$ cat src/rtl/mult_seq_pkg.sv
// Shared types and helpers for the digit-serial multiplier.
package mult_seq_pkg;

  typedef enum logic [1:0] {
    IDLE = 2'd0,
    BUSY = 2'd1,
    DONE = 2'd2
  } state_t;

  // Number of digit cycles needed to consume the whole multiplier.
  function automatic int calc_iter(input int in2_w, input int dig_w);
    return (in2_w + dig_w - 1) / dig_w;
  endfunction

endpackage

$ cat src/rtl/mult_seq_digit.sv
// One iteration of the shift-add loop: acc_hi + mcand * digit, built as a
// ripple of per-bit conditional adds.
module mult_seq_digit #(
  parameter int INPUT1_WIDTH = 64,
  parameter int DIGIT_WIDTH  = 4
) (
  input  logic [INPUT1_WIDTH-1:0]             mcand,
  input  logic [DIGIT_WIDTH-1:0]              digit,
  input  logic [INPUT1_WIDTH-1:0]             acc_hi,
  output logic [INPUT1_WIDTH+DIGIT_WIDTH-1:0] psum
);
  localparam int SW = INPUT1_WIDTH + DIGIT_WIDTH;

  // part[i] holds the running sum after digit bits [i-1:0]; cannot overflow SW.
  logic [DIGIT_WIDTH:0][SW-1:0] part;

  assign part[0] = SW'(acc_hi);

  for (genvar i = 0; i < DIGIT_WIDTH; i++) begin : g_bit
    assign part[i+1] = part[i] + (digit[i] ? (SW'(mcand) << i) : '0);
  end

  assign psum = part[DIGIT_WIDTH];

endmodule

$ cat src/rtl/mult_seq_wrapper.sv
// Digit-serial multiplier with valid/ready handshakes on both sides.
// Define MULT_SEQ_SIGNED_EN to honour op_signed (two's-complement operands).
module mult_seq_wrapper
  import mult_seq_pkg::*;
#(
  parameter int INPUT1_WIDTH = 64,
  parameter int INPUT2_WIDTH = 64,
  parameter int DIGIT_WIDTH  = 4
) (
  input  logic                                 clk,
  input  logic                                 rst,
  input  logic                                 in_valid,
  output logic                                 in_ready,
  input  logic [INPUT1_WIDTH-1:0]              in0,
  input  logic [INPUT2_WIDTH-1:0]              in1,
  input  logic                                 op_signed,
  output logic                                 out_valid,
  input  logic                                 out_ready,
  output logic [INPUT1_WIDTH+INPUT2_WIDTH-1:0] outp
);
  localparam int ITER   = calc_iter(INPUT2_WIDTH, DIGIT_WIDTH);
  localparam int LOW_W  = ITER * DIGIT_WIDTH;
  localparam int ACC_W  = INPUT1_WIDTH + LOW_W;
  localparam int PROD_W = INPUT1_WIDTH + INPUT2_WIDTH;
  localparam int CNT_W  = $clog2(ITER + 1);

  state_t                           state, state_nxt;
  logic [CNT_W-1:0]                 cnt;
  logic [INPUT1_WIDTH-1:0]          mcand;
  logic [ACC_W-1:0]                 acc, acc_nxt;
  logic [INPUT1_WIDTH+DIGIT_WIDTH-1:0] psum;
  logic [INPUT1_WIDTH-1:0]          mag0;
  logic [INPUT2_WIDTH-1:0]          mag1;
  logic [PROD_W-1:0]                prod, prod_fix;
  logic                             accept, last;

  assign accept = in_valid & in_ready;
  assign last   = (cnt == CNT_W'(ITER - 1));

`ifdef MULT_SEQ_SIGNED_EN
  // Sign-magnitude conditioning: multiply magnitudes, negate the result.
  logic neg0, neg1, neg_q;

  assign neg0 = op_signed & in0[INPUT1_WIDTH-1];
  assign neg1 = op_signed & in1[INPUT2_WIDTH-1];
  assign mag0 = neg0 ? -in0 : in0;
  assign mag1 = neg1 ? -in1 : in1;

  always_ff @(posedge clk) begin
    if (rst)         neg_q <= 1'b0;
    else if (accept) neg_q <= neg0 ^ neg1;
  end

  assign prod_fix = neg_q ? -prod : prod;
`else
  logic op_signed_unused;

  assign op_signed_unused = op_signed;
  assign mag0             = in0;
  assign mag1             = in1;
  assign prod_fix         = prod;
`endif

  // acc = {running high part, unconsumed multiplier}; shifts right one digit per cycle.
  mult_seq_digit #(
    .INPUT1_WIDTH(INPUT1_WIDTH),
    .DIGIT_WIDTH (DIGIT_WIDTH)
  ) u_digit (
    .mcand (mcand),
    .digit (acc[DIGIT_WIDTH-1:0]),
    .acc_hi(acc[ACC_W-1:LOW_W]),
    .psum  (psum)
  );

  assign acc_nxt = ACC_W'({psum, acc[LOW_W-1:0]} >> DIGIT_WIDTH);
  assign prod    = acc_nxt[PROD_W-1:0];

  always_ff @(posedge clk) begin
    if (rst) state <= IDLE;
    else     state <= state_nxt;
  end

  always_comb begin
    state_nxt = state;
    in_ready  = 1'b0;
    out_valid = 1'b0;
    case (state)
      IDLE: begin
        in_ready = 1'b1;
        if (in_valid) state_nxt = BUSY;
      end
      BUSY: begin
        if (last) state_nxt = DONE;
      end
      DONE: begin
        out_valid = 1'b1;
        if (out_ready) begin
          in_ready  = 1'b1;
          state_nxt = in_valid ? BUSY : IDLE;
        end
      end
      default: state_nxt = IDLE;
    endcase
  end

  always_ff @(posedge clk) begin
    if (rst) begin
      cnt   <= '0;
      mcand <= '0;
      acc   <= '0;
      outp  <= '0;
    end else if (accept) begin
      cnt   <= '0;
      mcand <= mag0;
      acc   <= {{INPUT1_WIDTH{1'b0}}, LOW_W'(mag1)};
    end else if (state == BUSY) begin
      cnt <= cnt + CNT_W'(1);
      acc <= acc_nxt;
      if (last) outp <= prod_fix;
    end
  end

endmodule

$ cat config.mk
export PLATFORM = sky130hd
export DESIGN_NAME = mult_seq_wrapper
export DESIGN_NICKNAME = d
export VERILOG_FILES = /design/src/rtl/mult_seq_pkg.sv /design/src/rtl/mult_seq_digit.sv /design/src/rtl/mult_seq_wrapper.sv
export SDC_FILE = /design/constraint.sdc
export NUM_CORES = 1
export LEC_CHECK = 0
export CAP_MARGIN = 20
export CORE_AREA = 2 2 232 234
export DETAILED_ROUTE_END_ITERATION = 6
export DIE_AREA = 0 0 234 236
export PLACE_DENSITY = 0.76
export SLEW_MARGIN = 10
export SYNTH_ARGS = -nofsm -noshare
export SYNTH_HDL_FRONTEND = slang
export SYNTH_SLANG_ARGS = --single-unit
$ cat constraint.sdc
create_clock -name clk -period 11.5 [get_ports clk]
set_input_delay 2.3 -clock clk [delete_from_list [all_inputs] [get_ports clk]]
set_output_delay 2.3 -clock clk [all_outputs]
set_load 0.03 [all_outputs]
==> results by group, run 1 <==
Outcome
  – Status: completed

STA
  – Tmin final: 7380 ps
  – RSZ-0062 raised after global routing: false
  – # setup viols final: 0
  – Post-route setup TNS: 0 ps
  – Skew final: 17.4 ps
  – Fin crit share: 64.2%
  – Final Hold Fails: 0
  – Worst slew pin tran: 1060 ps
  – Hold Slack: 452 ps
  – Worst rel slew slack: 29.0%
  – Slew Limit Fails: 0
  – Max Clk Rate: 136 MHz

Logic synthesis
  – Gate Count Post-Synth: 3098
  – Synth area leaders: dfxtp_1 (28%), nand2_1 (13%), fa_1 (11%)
  – Number of synthesized flops with an enable pin: 0
  – Leading area contributor after synthesis: dfxtp_1
  – Top cell type's share of synthesized area: 27.9%
  – Top FF cell, synth: dfxtp_1
  – Avg Inst Size Synth: 7.57 um2
  – Number of synthesized register bits: 327
  – Post-synth cell types: 80
  – Async S/R FF share, synth: 0%
  – Seq/Total Area, Yosys: 27.9%
  – Synth Net Count: 3493
  – Synth Warn #: 0
  – Mapped Area: 23400 um2

Clock network
  – Cts bufs inserted: 39
  – H-tree Lvls: 2
  – CTS Buffer Depth: 3
  – Root buffer cell: clkbuf_16
  – Clock sinks: 327
  – Clk pin slew, worst setup/hold paths: 70 ps
  – Resized Gates After CTS: 0
  – Worst skew pair latency: 570 ps
  – CTS tree: yes
  – Setup repair bufs after CTS: 0
  – Cts hold-fix bufs: 0

GRT
  – Total track usage: 26.1%
  – Largest net degree at the start of global routing: 91
  – Via count of the first global-routing pass: 21200
  – Initial antenna violation count: 1
  – Global-route wire length before repair: 116 mm
  – Gr ovfl total: 0

Detailed routing
  – Mean number of vias per cell: 5.57
  – Final ANT Viol Nets: 0
  – First DRT Iteration DRCs: 1489
  – Wire per inst: 18.4 um
  – DR vias: 22000
  – First-pass detailed-route iteration total: 7
  – Routed Wire Length: 72.7 mm
  – DRC: 0

Place
  – Hpwl dp: 53.1 mm
  – Gpl congestion: 0.960
  – IO Port Bufs: 261
  – Area after DPL: 26300 um2

Setup path
  – CP arrival: 7840 ps
  – Reg2reg end: outp[120]$_SDFFE_PP0P_
  – R2r setup slk: 4120 ps
  – Worst stage delay on the critical path: 730 ps
  – Crit path max fanout: 26
  – WS Path Type: flop to flop
  – Reg-to-reg critical path startpoint: acc[0]$_SDFFE_PP0P_
  – Critical path, cell by cell: and2_1, ha_1, a211oi_1, o211ai_1, nand2_1, o31ai_1, a21oi_1, a31oi_1, a41o_1, a31oi_1, o21ai_1, xor2_1, fa_1, ha_1, and3_1, a221oi_1, nor3_1, nor4b_2, o31ai_4, a21o_4, a221oi_2, xnor2_1, a22o_1
  – Slowest CP cell: o31ai_1
  – CP top delay family: compound AO/OA/AOI/OAI gates
  – Worst Path Buf+Inv: 0
  – Critical Path Sink Type: flop
  – Worst R2R Path Depth: 23
  – Startpoint Class: flop
  – Crit path required time: 11960 ps

Flow run
  – Number of max-cap violations: 0

Cells and area
  – Design Area, Final: 27700 um2
  – Layout cells sized above 1: 3.57%
  – Antenna Cells: 0
  – Nets: 3617
  – Layout Area Growth over Synthesis: 18.2%

Power
  – Sequential power share: 41.3%
  – PwrDens: 106 nW/um2
  – Net Sw Frac: 28.1%
  – Net Sw Power: 827 uW
  – Leak: 0.0115 uW
  – Internal power: 2120 uW
  – Comb power frac: 13.6%
  – Maximum vdd drop: 0.122 mV
  – Clk network pwr share: 45.1%

Min path
  – Hold Path Class: flop to flop
  – Hold Startpoint: outp[108]$_SDFFE_PP0P_
  – Hold path depth: 2
  – Hold Path Sink: outp[108]$_SDFFE_PP0P_

Die
  – IO Pins: 263
  – Die H: 236 um
  – Core ar.: 53100 um2
  – Die area: 55200 um2
  – Cell Rows: 85
  – Initial core utilization: 44.2%
  – DIE WIDTH: 234 um
[how the worst max path moves through the flow]
stage,cells after the start,to,slack [ps],start
final,23,outp[120]$_SDFFE_PP0P_,4120,acc[0]$_SDFFE_PP0P_
after global routing,24,acc[98]$_SDFFE_PP0P_,3730,acc[0]$_SDFFE_PP0P_
after CTS,23,outp[120]$_SDFFE_PP0P_,4280,acc[0]$_SDFFE_PP0P_
after detailed placement,23,outp[123]$_SDFFE_PP0P_,4340,acc[0]$_SDFFE_PP0P_
after global placement,23,outp[123]$_SDFFE_PP0P_,4330,acc[0]$_SDFFE_PP0P_
after floorplan,27,outp[120]$_SDFFE_PP0P_,5430,acc[0]$_SDFFE_PP0P_
[flip-flops by register name, indices dropped and copies added (netlist names)]
signal,count
acc,128
outp,128
mcand,64
cnt,5
state,2
[area by class of cell]
class / instances / area (um2)
fill: 5073 / 25400
sequential: 327 / 6550
inverter: 164 / 616
clock inverter: 19 / 254
timing repair buffer: 275 / 2720
multi-input combinational: 2415 / 15600
tap: 696 / 871
clock buffer: 53 / 1120
[worst reg2reg max path, stage by stage, from the launching register on]
cell and delay (ps):
dfxtp_2 650, and2_1 220, ha_1 220, a211oi_1 90, o211ai_1 320, nand2_1 160, o31ai_1 730, a21oi_1 280
a31oi_1 520, a41o_1 330, a31oi_1 160, o21ai_1 190, xor2_1 250, fa_1 470, ha_1 400, and3_1 220
a221oi_1 350, nor3_1 100, nor4b_2 540, o31ai_4 140, a21o_4 260, a221oi_2 260, xnor2_1 160, a22o_1 250
[through the flow]
step	worst slack (ps)	total power (uW)	std cells	utilization (%)
floorplan	5430	1480	3098	-
global placement	4330	1630	3877	49.6
detailed placement	4340	1630	3877	49.6
CTS	4280	2970	3949	52.2
global route	3730	3060	3949	52.2
finish	4120	2940	3949	52.2
[Yosys cell counts (37+ instances only)]
library cell,number
a21o_1,55
a21oi_1,426
a22oi_1,59
and2_1,85
clkbuf_1,162
dfxtp_1,327
fa_1,127
ha_1,135
inv_1,164
nand2_1,817
nand3_1,46
nand4_1,37
nor2_1,122
o21ai_0,62
xnor2_1,60
xor2_1,57
[power groups by stage]
stage	registers [uW]	logic [uW]	clock network (uW)
6_report	1210	401	1330
5_1_grt	1220	440	1400
4_1_cts	1210	397	1360
3_5_place_dp	1240	395	0
3_3_place_gp	1240	393	0
2_1_floorplan	1220	263	0
[placed cells by master (no fill, tap or decap), types with 6 or more instances in the layout]
cell type / count
a211o_1: 6
a211oi_1: 17
a21o_1: 55
a21oi_1: 426
a22o_1: 15
a22oi_1: 59
a311oi_1: 8
a31oi_1: 19
and2_1: 83
and3_1: 16
buf_4: 14
clkbuf_1: 6
clkbuf_16: 40
clkbuf_8: 8
clkdlybuf4s50_1: 260
clkinv_2: 6
dfxtp_1: 323
fa_1: 127
ha_1: 135
inv_1: 164
nand2_1: 814
nand3_1: 46
nand4_1: 37
nor2_1: 119
nor2b_1: 12
nor3_1: 27
o211ai_1: 12
o21a_1: 26
o21ai_0: 62
o21ai_1: 31
o21bai_1: 27
o31a_1: 6
o31ai_1: 9
or3_1: 6
xnor2_1: 60
xor2_1: 57
[metal layers]
layer / track usage (%) / part of all wire (%)
met3: 6.09 / 9.1
met4: 7.44 / 2.7
met2: 40.4 / 44
met1: 36.2 / 44
met5: 0 / 0.018
[kinds of logic (layout without fill, tap and decap cells)]
kind of cell | Yosys count | after routing | synth area share, %
xor+xnor | 117 | 117 | 4.37
buf+inv | 356 | 511 | 5.85
flops | 327 | 327 | 27.9
mux | 5 | 5 | 0.213
fa+ha+maj | 262 | 262 | 18.0
compound gates | 834 | 834 | 21.9
simple gates | 1197 | 1197 | 21.7
(Power assumes the default switching activity.)
==> run 2: changes to the inputs <==
PLACE_DENSITY = 0.78   (was 0.76)
clock period = 6.02 ns   (was 11.5 ns; I/O delays follow)
==> results by group, run 2 (same netlist as run 1, synthesis figures left out) <==
Outcome
  – Status: finished with violations
  – Violated checks: DRC, setup timing

Clock network
  – CTS Buffer Depth: 3
  – H-tree Lvls: 2
  – CTS tree: yes
  – Root buffer cell: clkbuf_16
  – Worst skew pair latency: 590 ps
  – Clk pin slew, worst setup/hold paths: 70 ps
  – Cts bufs inserted: 38
  – Clock sinks: 327
  – Cts hold-fix bufs: 0

Setup path
  – WS Path Type: flop to flop
  – Most frequent CP cell: buf_6
  – Crit path required time: 6520 ps
  – Crit path max fanout: 6
  – Critical Path Sink Type: flop
  – CP arrival: 6590 ps
  – Worst stage delay on the critical path: 510 ps
  – Startpoint Class: flop
  – Slowest CP cell: fa_1

STA
  – RSZ-0062 raised after global routing: true
  – Worst slew pin tran: 1110 ps
  – Post-route setup TNS: -196 ps
  – Final Hold Fails: 0
  – Skew final: 24.8 ps
  – # setup viols final: 6
  – PnR worst setup slack: -73.6 ps
  – Slew Limit Fails: 0
  – Hold Slack: 455 ps
  – Max Clk Rate: 164 MHz
  – Worst rel slew slack: 25.8%
  – Fin crit share: 101%
  – Tmin final: 6090 ps

Cells and area
  – # fillers: 4583
  – Final core area utilization: 59.9%
  – Antenna Cells: 0
  – Commonest cells after routing, fill and taps aside: nand2_1 (806), a21oi_1 (395), buf_4 (348)
  – Nets: 3974
  – Biggest regs: acc x128, outp x128, mcand x64
  – Most common cell after layout, fill and taps aside: nand2_1
  – Layout Area Growth over Synthesis: 35.5%
  – Layout cells sized above 1: 17.7%
  – Non-filler cells, final: 4305

Power
  – PwrDens: 183 nW/um2
  – Comb power frac: 16.7%
  – Net Sw Power: 1650 uW
  – Clk network pwr share: 43.5%
  – Net Sw Frac: 28.4%
  – Sequential power share: 39.7%
  – Maximum vdd drop: 0.203 mV
  – Internal power: 4160 uW
  – Leak: 0.0135 uW

Detailed routing
  – First DRT Iteration DRCs: 1849
  – Final ANT Viol Nets: 0
  – Mean number of vias per cell: 5.54
  – Wire per inst: 18.5 um
  – First-pass detailed-route iteration total: 7
  – DR vias: 23900
  – DRC: 11
  – Routed Wire Length: 79.6 mm

GRT
  – Global-route wire length before repair: 123 mm
  – Gr ovfl total: 0
  – Total track usage: 27.7%
  – Initial antenna violation count: 1
  – Via count of the first global-routing pass: 23200
  – Largest net degree at the start of global routing: 201

Min path
  – Hold Path Class: flop to flop

Place
  – Inst Count DP: 4193
  – Gpl congestion: 1.00
  – IO Port Bufs: 261
  – Hpwl dp: 57.2 mm
  – Pre-CTS setup slack: -272 ps

Die
  – Initial core utilization: 44.2%
  – IO Pins: 263
  – Core ar.: 53100 um2
  – Cell Rows: 85
  – Die H: 236 um
  – Die area: 55200 um2
  – DIE WIDTH: 234 um

Flow run
  – Number of max-cap violations: 0
[run 2: cell types whose count changed in the layout (fill, tap and decap cells not counted), moves of 16 or more]
cell     change
buf_4      +334
a21oi_1     -31
ha_1        -27
a21oi_2     +26
ha_4        +23
buf_6       +16
[run 2: final timing paths]
| path | start | to | slack [ps] | cells past startpoint |
|---|---|---|---|---|
| hold reg to reg | outp[65]$_SDFFE_PP0P_ | outp[65]$_SDFFE_PP0P_ | 450 | 2 |
| hold / removal | outp[65]$_SDFFE_PP0P_ | outp[65]$_SDFFE_PP0P_ | 450 | 2 |
| setup reg to reg | acc[0]$_SDFFE_PP0P_ | outp[115]$_SDFFE_PP0P_ | -70 | 30 |
| setup / recovery | acc[0]$_SDFFE_PP0P_ | outp[115]$_SDFFE_PP0P_ | -70 | 30 |
[run 2: cell type report]
type / instances / area (um2) / share of cell area (%)
clock buffers: 53 / 1070 / 3.36
clock inverters: 17 / 293 / 0.921
inverters: 164 / 616 / 1.94
multi-input cells: 2415 / 16800 / 52.9
flip-flops and latches: 327 / 6550 / 20.6
well taps: 696 / 871 / 2.74
repair buffers: 633 / 5580 / 17.6
[run 2: metal layers]
metal	up-vias	wire length (um)	global-route usage (%)
met2	890	36000	43.7
met5	-	13	0
met1	11400	34000	36.8
met4	2	2850	10.0
li1	11400	-	-
met3	157	6710	6.49
[run 2: stage by stage]
step	total power, uW	cell area, um2
2_1_floorplan	2830	23500
3_3_place_gp	3230	28800
3_5_place_dp	3240	28800
4_1_cts	5780	30600
5_1_grt	6030	31800
6_report	5820	31800
[run 2: power groups by stage]
stage / sequential (uW) / combinational (uW) / clock, uW
after floorplan: 2320 / 503 / 0
final: 2310 / 973 / 2530
after detailed placement: 2350 / 888 / 0
after global placement: 2350 / 879 / 0
after global routing: 2320 / 1050 / 2660
after CTS: 2310 / 911 / 2570
[run 2: worst max-delay path, delay by kind of cell, from the launching register on]
family | cells | cell delay (ps)
buffers and inverters | 6 | 770
AO/OA/AOI/OAI | 15 | 2630
AND/OR/NAND/NOR | 4 | 840
XOR/XNOR | 2 | 380
flip-flops | 1 | 390
adder cells (fa/ha/maj) | 3 | 960
[run 2: timing repair]
item	4_1_cts	5_1_grt
gates cloned	0	2
buffers inserted	22	24
pin swaps	67	88
resized for setup	64	173
endpoints found under the hold margin	0	0
endpoints found under the setup margin	31	71
